## config.mk

```make
export PLATFORM = sky130hd
export DESIGN_NAME = bus_timer_flat
export DESIGN_NICKNAME = d
export VERILOG_FILES = /design/src/rtl/bus_timer_if.sv /design/src/rtl/bus_timer.sv /design/src/flat_wrapper.sv
export SDC_FILE = /design/constraint.sdc
export NUM_CORES = 1
export LEC_CHECK = 0
export ABC_AREA = 1
export CORE_ASPECT_RATIO = 1.1
export CORE_MARGIN = 2
export CORE_UTILIZATION = 40
export CTS_CLUSTER_DIAMETER = 60
export DETAILED_ROUTE_END_ITERATION = 8
export DONT_BUFFER_PORTS = 1
export GPL_TIMING_DRIVEN = 0
export PLACE_DENSITY_LB_ADDON = 0.05
export SLEW_MARGIN = 20
export SYNTH_ARGS = -nofsm -noshare
export SYNTH_HDL_FRONTEND = slang
export SYNTH_SLANG_ARGS = --single-unit
```

## constraint.sdc

```tcl
create_clock -name clk_gen -period 5.4 [get_ports clk_gen]
set_clock_uncertainty 0.15 [all_clocks]
set_input_delay 1.08 -clock clk_gen [delete_from_list [all_inputs] [get_ports clk_gen]]
set_output_delay 1.08 -clock clk_gen [all_outputs]
set_load 0.05 [all_outputs]
```

## src/rtl/bus_timer_if.sv

```systemverilog
// -----------------------------------------------------------------------------
// bus_timer_if
//   MemSplit32 register-access bundle between a bus master and the timer.
//   Signals:
//     bus_req_i    : request, already address-decoded by the top level
//     bus_ack_o    : request accepted
//     bus_addr_bi  : byte address (timer decodes [3:2] only)
//     bus_we_i     : 1 = write, 0 = read
//     bus_wdata_bi : write data
//     bus_be_bi    : byte enables for writes
//     bus_resp_o   : read response valid (one cycle)
//     bus_rdata_bo : read data, 0 when no response
//   Modports: master (drives request side), slave (the timer).
// -----------------------------------------------------------------------------
interface bus_timer_if;
    logic        bus_req_i;
    logic        bus_ack_o;
    logic [31:0] bus_addr_bi;
    logic        bus_we_i;
    logic [31:0] bus_wdata_bi;
    logic [3:0]  bus_be_bi;
    logic        bus_resp_o;
    logic [31:0] bus_rdata_bo;

    modport master (
        output bus_req_i, bus_addr_bi, bus_we_i, bus_wdata_bi, bus_be_bi,
        input  bus_ack_o, bus_resp_o, bus_rdata_bo
    );

    modport slave (
        input  bus_req_i, bus_addr_bi, bus_we_i, bus_wdata_bi, bus_be_bi,
        output bus_ack_o, bus_resp_o, bus_rdata_bo
    );
endinterface

```

## src/rtl/bus_timer.sv

```systemverilog
// -----------------------------------------------------------------------------
// bus_timer
//   Memory-mapped up-counting timer with prescaler, one-shot / auto-reload
//   modes and a sticky expiry flag driving a level interrupt.
//   Parameter:
//     PRESCALE : clk_gen cycles per counter tick (1..65535)
//   Ports:
//     clk_gen  : clock, rising edge
//     srst     : synchronous active-high reset
//     bus      : bus_timer_if.slave register-access port
//     irq_o    : EXPIRED & IRQ_EN (registered state only)
//   Register map (addr[3:2]):
//     0 CTRL   : bit0 EN, bit1 AUTORELOAD, bit2 IRQ_EN
//     1 PERIOD : 32-bit RW
//     2 COUNT  : 32-bit RW
//     3 STATUS : bit0 EXPIRED, write-1-to-clear
// -----------------------------------------------------------------------------
module bus_timer #(
    parameter int unsigned PRESCALE = 1
) (
    input  logic        clk_gen,
    input  logic        srst,
    bus_timer_if.slave  bus,
    output logic        irq_o
);

    typedef enum logic [1:0] {
        SEL_CTRL   = 2'd0,
        SEL_PERIOD = 2'd1,
        SEL_COUNT  = 2'd2,
        SEL_STATUS = 2'd3
    } reg_sel_e;

    localparam logic [15:0] DIV_LAST = 16'(PRESCALE - 1);

    logic        en_q, en_d;
    logic        autoreload_q, autoreload_d;
    logic        irq_en_q, irq_en_d;
    logic [31:0] period_q, period_d;
    logic [31:0] count_q, count_d;
    logic        expired_q, expired_d;
    logic [15:0] div_q, div_d;
    logic        resp_q, resp_d;
    logic [31:0] rdata_q, rdata_d;

    reg_sel_e    sel;
    logic        rd, wr;
    logic        ctrl_wr, period_wr, count_wr, status_clr;
    logic        tick, expire;
    logic [31:0] read_val;

    // Only addr[3:2] selects a register; the rest of the address is don't-care.
    logic unused_addr_bits;
    assign unused_addr_bits = ^{bus.bus_addr_bi[31:4], bus.bus_addr_bi[1:0]};

    function automatic logic [31:0] be_merge(input logic [31:0] old_v,
                                             input logic [31:0] new_v,
                                             input logic [3:0]  be);
        logic [31:0] res;
        res = old_v;
        for (int b = 0; b < 4; b++) begin
            if (be[b]) res[8*b +: 8] = new_v[8*b +: 8];
        end
        return res;
    endfunction

    // The timer never stalls.
    assign bus.bus_ack_o = bus.bus_req_i;

    // NOTE: every always_comb output gets a default first so no path leaves a
    // signal unassigned, which would otherwise infer a latch.
    always_comb begin
        sel        = reg_sel_e'(bus.bus_addr_bi[3:2]);
        rd         = bus.bus_req_i & ~bus.bus_we_i;
        wr         = bus.bus_req_i &  bus.bus_we_i;
        ctrl_wr    = wr && (sel == SEL_CTRL);
        period_wr  = wr && (sel == SEL_PERIOD);
        count_wr   = wr && (sel == SEL_COUNT);
        status_clr = wr && (sel == SEL_STATUS) && bus.bus_be_bi[0] && bus.bus_wdata_bi[0];

        tick   = en_q && (div_q == DIV_LAST);
        // A COUNT write suppresses expiry evaluation in the same cycle.
        expire = tick && !count_wr && (count_q == period_q);

        read_val = '0;
        unique case (sel)
            SEL_CTRL:   read_val = {29'd0, irq_en_q, autoreload_q, en_q};
            SEL_PERIOD: read_val = period_q;
            SEL_COUNT:  read_val = count_q;
            SEL_STATUS: read_val = {31'd0, expired_q};
        endcase

        // Divider restarts on disable, on a COUNT write and after each tick.
        div_d = div_q + 16'd1;
        if (!en_q || count_wr || tick) div_d = '0;

        count_d = count_q;
        if (count_wr) begin
            count_d = be_merge(count_q, bus.bus_wdata_bi, bus.bus_be_bi);
        end else if (expire) begin
            if (autoreload_q) count_d = '0;
        end else if (tick) begin
            count_d = count_q + 32'd1;
        end

        en_d         = en_q;
        autoreload_d = autoreload_q;
        irq_en_d     = irq_en_q;
        if (expire && !autoreload_q) en_d = 1'b0;
        // A CTRL write lands after the one-shot clear so software wins for EN.
        if (ctrl_wr && bus.bus_be_bi[0]) begin
            en_d         = bus.bus_wdata_bi[0];
            autoreload_d = bus.bus_wdata_bi[1];
            irq_en_d     = bus.bus_wdata_bi[2];
        end

        period_d = period_q;
        if (period_wr) period_d = be_merge(period_q, bus.bus_wdata_bi, bus.bus_be_bi);

        // Set has priority over the W1C clear.
        expired_d = expired_q;
        if (status_clr) expired_d = 1'b0;
        if (expire)     expired_d = 1'b1;

        resp_d  = rd;
        rdata_d = rd ? read_val : '0;
    end

    // NOTE: sequential state uses non-blocking assignments so every register
    // samples pre-edge values; reset is synchronous and overrides all updates.
    always_ff @(posedge clk_gen) begin
        if (srst) begin
            en_q         <= 1'b0;
            autoreload_q <= 1'b0;
            irq_en_q     <= 1'b0;
            period_q     <= '0;
            count_q      <= '0;
            expired_q    <= 1'b0;
            div_q        <= '0;
            resp_q       <= 1'b0;
            rdata_q      <= '0;
        end else begin
            en_q         <= en_d;
            autoreload_q <= autoreload_d;
            irq_en_q     <= irq_en_d;
            period_q     <= period_d;
            count_q      <= count_d;
            expired_q    <= expired_d;
            div_q        <= div_d;
            resp_q       <= resp_d;
            rdata_q      <= rdata_d;
        end
    end

    // A response already registered when srst rises must not escape.
    assign bus.bus_resp_o   = resp_q & ~srst;
    assign bus.bus_rdata_bo = srst ? 32'd0 : rdata_q;

    assign irq_o = expired_q & irq_en_q;

endmodule
```

## src/flat_wrapper.sv

```systemverilog
// flat-port wrapper written by rule: the top's interface ports become plain ports
module bus_timer_flat 
#(
    parameter int unsigned PRESCALE = 1
)
  (clk_gen, srst, irq_o, bus_bus_req_i, bus_bus_addr_bi, bus_bus_we_i, bus_bus_wdata_bi, bus_bus_be_bi, bus_bus_ack_o, bus_bus_resp_o, bus_bus_rdata_bo);
  bus_timer_if bus_i ();
  input  logic clk_gen;
  input  logic srst;
  output logic irq_o;
  input wire logic [$bits(bus_i.bus_req_i)-1:0] bus_bus_req_i;
  input wire logic [$bits(bus_i.bus_addr_bi)-1:0] bus_bus_addr_bi;
  input wire logic [$bits(bus_i.bus_we_i)-1:0] bus_bus_we_i;
  input wire logic [$bits(bus_i.bus_wdata_bi)-1:0] bus_bus_wdata_bi;
  input wire logic [$bits(bus_i.bus_be_bi)-1:0] bus_bus_be_bi;
  output wire logic [$bits(bus_i.bus_ack_o)-1:0] bus_bus_ack_o;
  output wire logic [$bits(bus_i.bus_resp_o)-1:0] bus_bus_resp_o;
  output wire logic [$bits(bus_i.bus_rdata_bo)-1:0] bus_bus_rdata_bo;
  assign bus_i.bus_req_i = bus_bus_req_i;
  assign bus_i.bus_addr_bi = bus_bus_addr_bi;
  assign bus_i.bus_we_i = bus_bus_we_i;
  assign bus_i.bus_wdata_bi = bus_bus_wdata_bi;
  assign bus_i.bus_be_bi = bus_bus_be_bi;
  assign bus_bus_ack_o = bus_i.bus_ack_o;
  assign bus_bus_resp_o = bus_i.bus_resp_o;
  assign bus_bus_rdata_bo = bus_i.bus_rdata_bo;
  bus_timer #(.PRESCALE(PRESCALE)) u_core (.clk_gen(clk_gen), .srst(srst), .bus(bus_i), .irq_o(irq_o));
endmodule
```

# == Word level (Yosys, flattened, before mapping) ==
# Index checks and enable logic that the tools add are counted.
# classes
mux,14
eq_ne,9
n_reduce_logical,31
n_bitwise,7
n_addsub,2
# ops
cell,n
2-to-1 mux 32 bit,5
case mux 32 bit (4 select lines),1
"adder 32 x 1 -> 32 bit, second input constant",1
equality test 32 bit,1
2-to-1 mux 8 bit,4
"adder 16 x 1 -> 16 bit, second input constant",1
logical NOT 16 bit,1
AND reduction 3 bit,4
logical AND 1 bit,11
"inequality test 2 bit, second input constant",4
AND reduction 2 bit,4
bitwise AND 1 bit,4
"equality test 2 bit, second input constant",2
2-to-1 mux 1 bit,4
nonzero test 2 bit,2
OR reduction 2 bit,2
logical NOT 1 bit,3
"inequality test 3 x 1 -> 1 bit, second input constant",1
NOT 1 bit,3
nonzero test 3 bit,1
"equality test 2 x 1 -> 1 bit, second input constant",1
logical NOT 2 bit,1
logical OR 1 bit,2
# totals
register_bits,117
inputBits,72
out_inout_bits,35
word_cells,78

# == Longest topological paths before layout ==
# depth
ltp_word,8
depth_mapped,15
depth_no_buf,15

# == Least setup slack after synthesis ==
# No wires, ideal clock.
# synth_timing
kind,input to output
from,input srst
to,output bus_bus_rdata_bo[10]
required_time_ns,4.170
stages,3
path_buffers,2
slack_ns,2.025
t_arrival_ns,2.145
path_cell_list,clkbuf_1 > buf_1 > nor2_1
# synth_via
elab_chain_len,1
# synth_lines
item,line,rtl
start: declaration,flat_wrapper.sv:9,input logic srst;
2-to-1 mux 32 bit,bus_timer.sv:157,assign bus.bus_rdata_bo = srst ? 32'd0 : rdata_q;
end: declaration,flat_wrapper.sv:18,output wire logic [$bits(bus_i.bus_rdata_bo)-1:0] bus_bus_rdata_bo;
# No other way between the ends.

# == Worst setup path after layout ==
# layout_timing
from,input srst
to,output bus_bus_rdata_bo[2]
# The elaborated chain is that of the path after synthesis.

==> results.json <==
{
  "vdd_drop_max_mv": 0.211,
  "p_leak_nw": 3.07,
  "ant_nets": 0,
  "avgSynthCellArea_um2": 6.15,
  "ff2ff_path_depth": 13,
  "place_inst": 1288,
  "hold_violations": 0,
  "num-nets-final": 1178,
  "min_path_cells": 1,
  "core_um2": 16300,
  "total_power_mw": 2.25,
  "clock_latency_ns": 0.43,
  "yosysUniqueCellTypes": 39,
  "overflow": 0,
  "finalSetupTns_ns": 0,
  "synth_top_area_share_pct": 35.1,
  "cts_setup_buffers": 0,
  "gp_congestion": 0.954,
  "maxCapViolCount": 0,
  "grt_max_degree": 17,
  "power_density_nw_per_um2": 300,
  "post_drt_wl_per_cell_um": 17.2,
  "ys_dominant_reg_cell": "dfxtp_1",
  "drc": 0,
  "finalSetupViolations": 0,
  "drt-vias-per-instance": 5.05,
  "hpwl_mm": 16.8,
  "r2r_slack_ns": 2.95,
  "synth_most_common_cell": "nand2_1",
  "gr-usage-all-layers_pct": 26.2,
  "yosysSeqAreaShare_pct": 35.1,
  "rsz0062_at_grt": "no",
  "synthArstFlopShare_pct": 0,
  "cts_tree": "done",
  "ys_top_cells_by_count": "nand2_1 (334), nor2_1 (175), inv_1 (135)",
  "worstReg2RegEnd": "u_core.count_q[28]",
  "cts_buffers": 17,
  "insertedDiodeCount": 0,
  "initial_utilization_pct": 40.9,
  "hold_class": "reg2reg",
  "cts.clk_slew.worst_paths_ns": 0.06,
  "die_y_um": 139,
  "cts.repair.resized": 0,
  "met1_length_mm": 10.1,
  "die_w_um": 127,
  "holdWs_ns": 0.316,
  "place_area_um2": 6920,
  "yosys_warnings": 0,
  "met3_length_mm": 1.30,
  "std_cell_rows": 49,
  "met2_length_mm": 10.6,
  "hold_buffers": 0,
  "holdPathEnd": "u_core.div_q[0]",
  "first_global_vias": 6112,
  "max_freq_mhz": 264,
  "tightest_slew_ns": 0.900,
  "fp.dieArea_um2": 17700,
  "clock_path_buffers": 2,
  "routed-via-count": 6669,
  "period_share_pct": 70.1,
  "clock_sinks": 117,
  "arrival_ns": 2.55,
  "drive_above_1_share_pct": 6.99,
  "first_pass_iters": 5,
  "grt_pass1_wl_mm": 34.9,
  "slew_headroom_pct": 39.8,
  "r2r_start": "u_core.count_q[0]",
  "postSynthNetCount": 1159,
  "crit_path_start_kind": "input port",
  "status": "finished, final reports clean",
  "antenna_found_initial": 0,
  "crit_required_ns": 4.17,
  "final_util_pct": 45.9,
  "fin_cells": 1320,
  "period_needed_ns": 3.78,
  "h-tree-depth": 4,
  "dr.first_iter.drc_count": 523,
  "highest_layer": "met4",
  "wl_mm": 22.7,
  "syn_inst": 1084,
  "slew_viol_final": 0,
  "dp_slack_ns": 1.51,
  "critical_path.max_fanout": 10,
  "crit_type": "in2out",
  "ys_seq_elements": 117,
  "fin_area_um2": 7490,
  "syn2layout_area_growth_pct": 12.4,
  "yosys.area.top_type": "dfxtp_1",
  "holdCritStartpoint": "u_core.div_q[0]",
  "yosys-top-cells-area": "dfxtp_1 (35%), nand2_1 (19%), nor2_1 (9.9%)",
  "port_buffers": 0,
  "end_kind": "output pin",
  "ioPinCount": 107,
  "synth-edff-count": 0,
  "fin_ws_ns": 1.62,
  "syn_area_um2": 6670,
  "clock-root-buffer": "clkbuf_16"
}
## report_power, final
| group | internal, mW | total (mW) | switching (mW) |
|---|---|---|---|
| sequential | 0.884 | 0.911 | 0.0268 |
| clock | 0.697 | 1.11 | 0.416 |
| combinational | 0.0702 | 0.223 | 0.153 |
## logic make-up (layout without fill, tap and decap cells)
group / after synthesis / in the layout / share of synthesized area, %
flip-flops: 117 / 117 / 35.1
AO/OA/AOI/OAI: 153 / 153 / 11.9
XOR/XNOR: 29 / 29 / 3.81
buffers and inverters: 188 / 220 / 11.5
AND/OR/NAND/NOR: 594 / 594 / 37.1
adder cells (fa/ha/maj): 3 / 3 / 0.563
## cell type report
type                    count  area, um2
clock buffers              22        464
plain buffers              37        198
flip-flops and latches    117       2340
well taps                 204        255
fillers                  1782       8820
inverters                 151        567
multi-input cells         779       3560
clock inverters            10        105
## state kept, by name (all words and copies together) (netlist names)
signal,count
u_core.period_q,32
u_core.en_q,1
u_core.expired_q,1
u_core.rdata_q,32
u_core.resp_q,1
u_core.count_q,32
u_core.autoreload_q,1
u_core.irq_en_q,1
u_core.div_q,16
## metal layers
layer,vias to the layer above,global-route usage [%]
met1,3042,33.6
li1,3404,-
met3,40,5.92
met2,183,42.9
met4,0,9.95
met5,-,0
## cells in the final DEF (no fill, tap or decap), types with 8 or more instances in the layout
cell	count
clkbuf_16	17
inv_2	15
nor2_2	10
o21ai_1	8
dfxtp_1	117
clkbuf_1	25
nand4_1	17
o21ai_0	61
nand2_1	334
xor2_1	23
nand3_1	25
inv_1	135
nor3_1	13
nor2_1	175
a21oi_1	73
## how the worst max path moves through the flow
stage,start,to,slack (ns)
floorplan,srst,bus_bus_rdata_bo[10],2.02
global placement,srst,bus_bus_rdata_bo[4],1.50
detailed placement,srst,bus_bus_rdata_bo[4],1.51
CTS,srst,bus_bus_rdata_bo[4],1.51
global route,srst,bus_bus_rdata_bo[3],1.50
finish,srst,bus_bus_rdata_bo[2],1.62
## worst max-delay path, stage by stage
cell and delay, ns:
clkbuf_1 0.31, buf_1 0.38, nor2_1 0.77
Power figures use the tool's default switching activity.
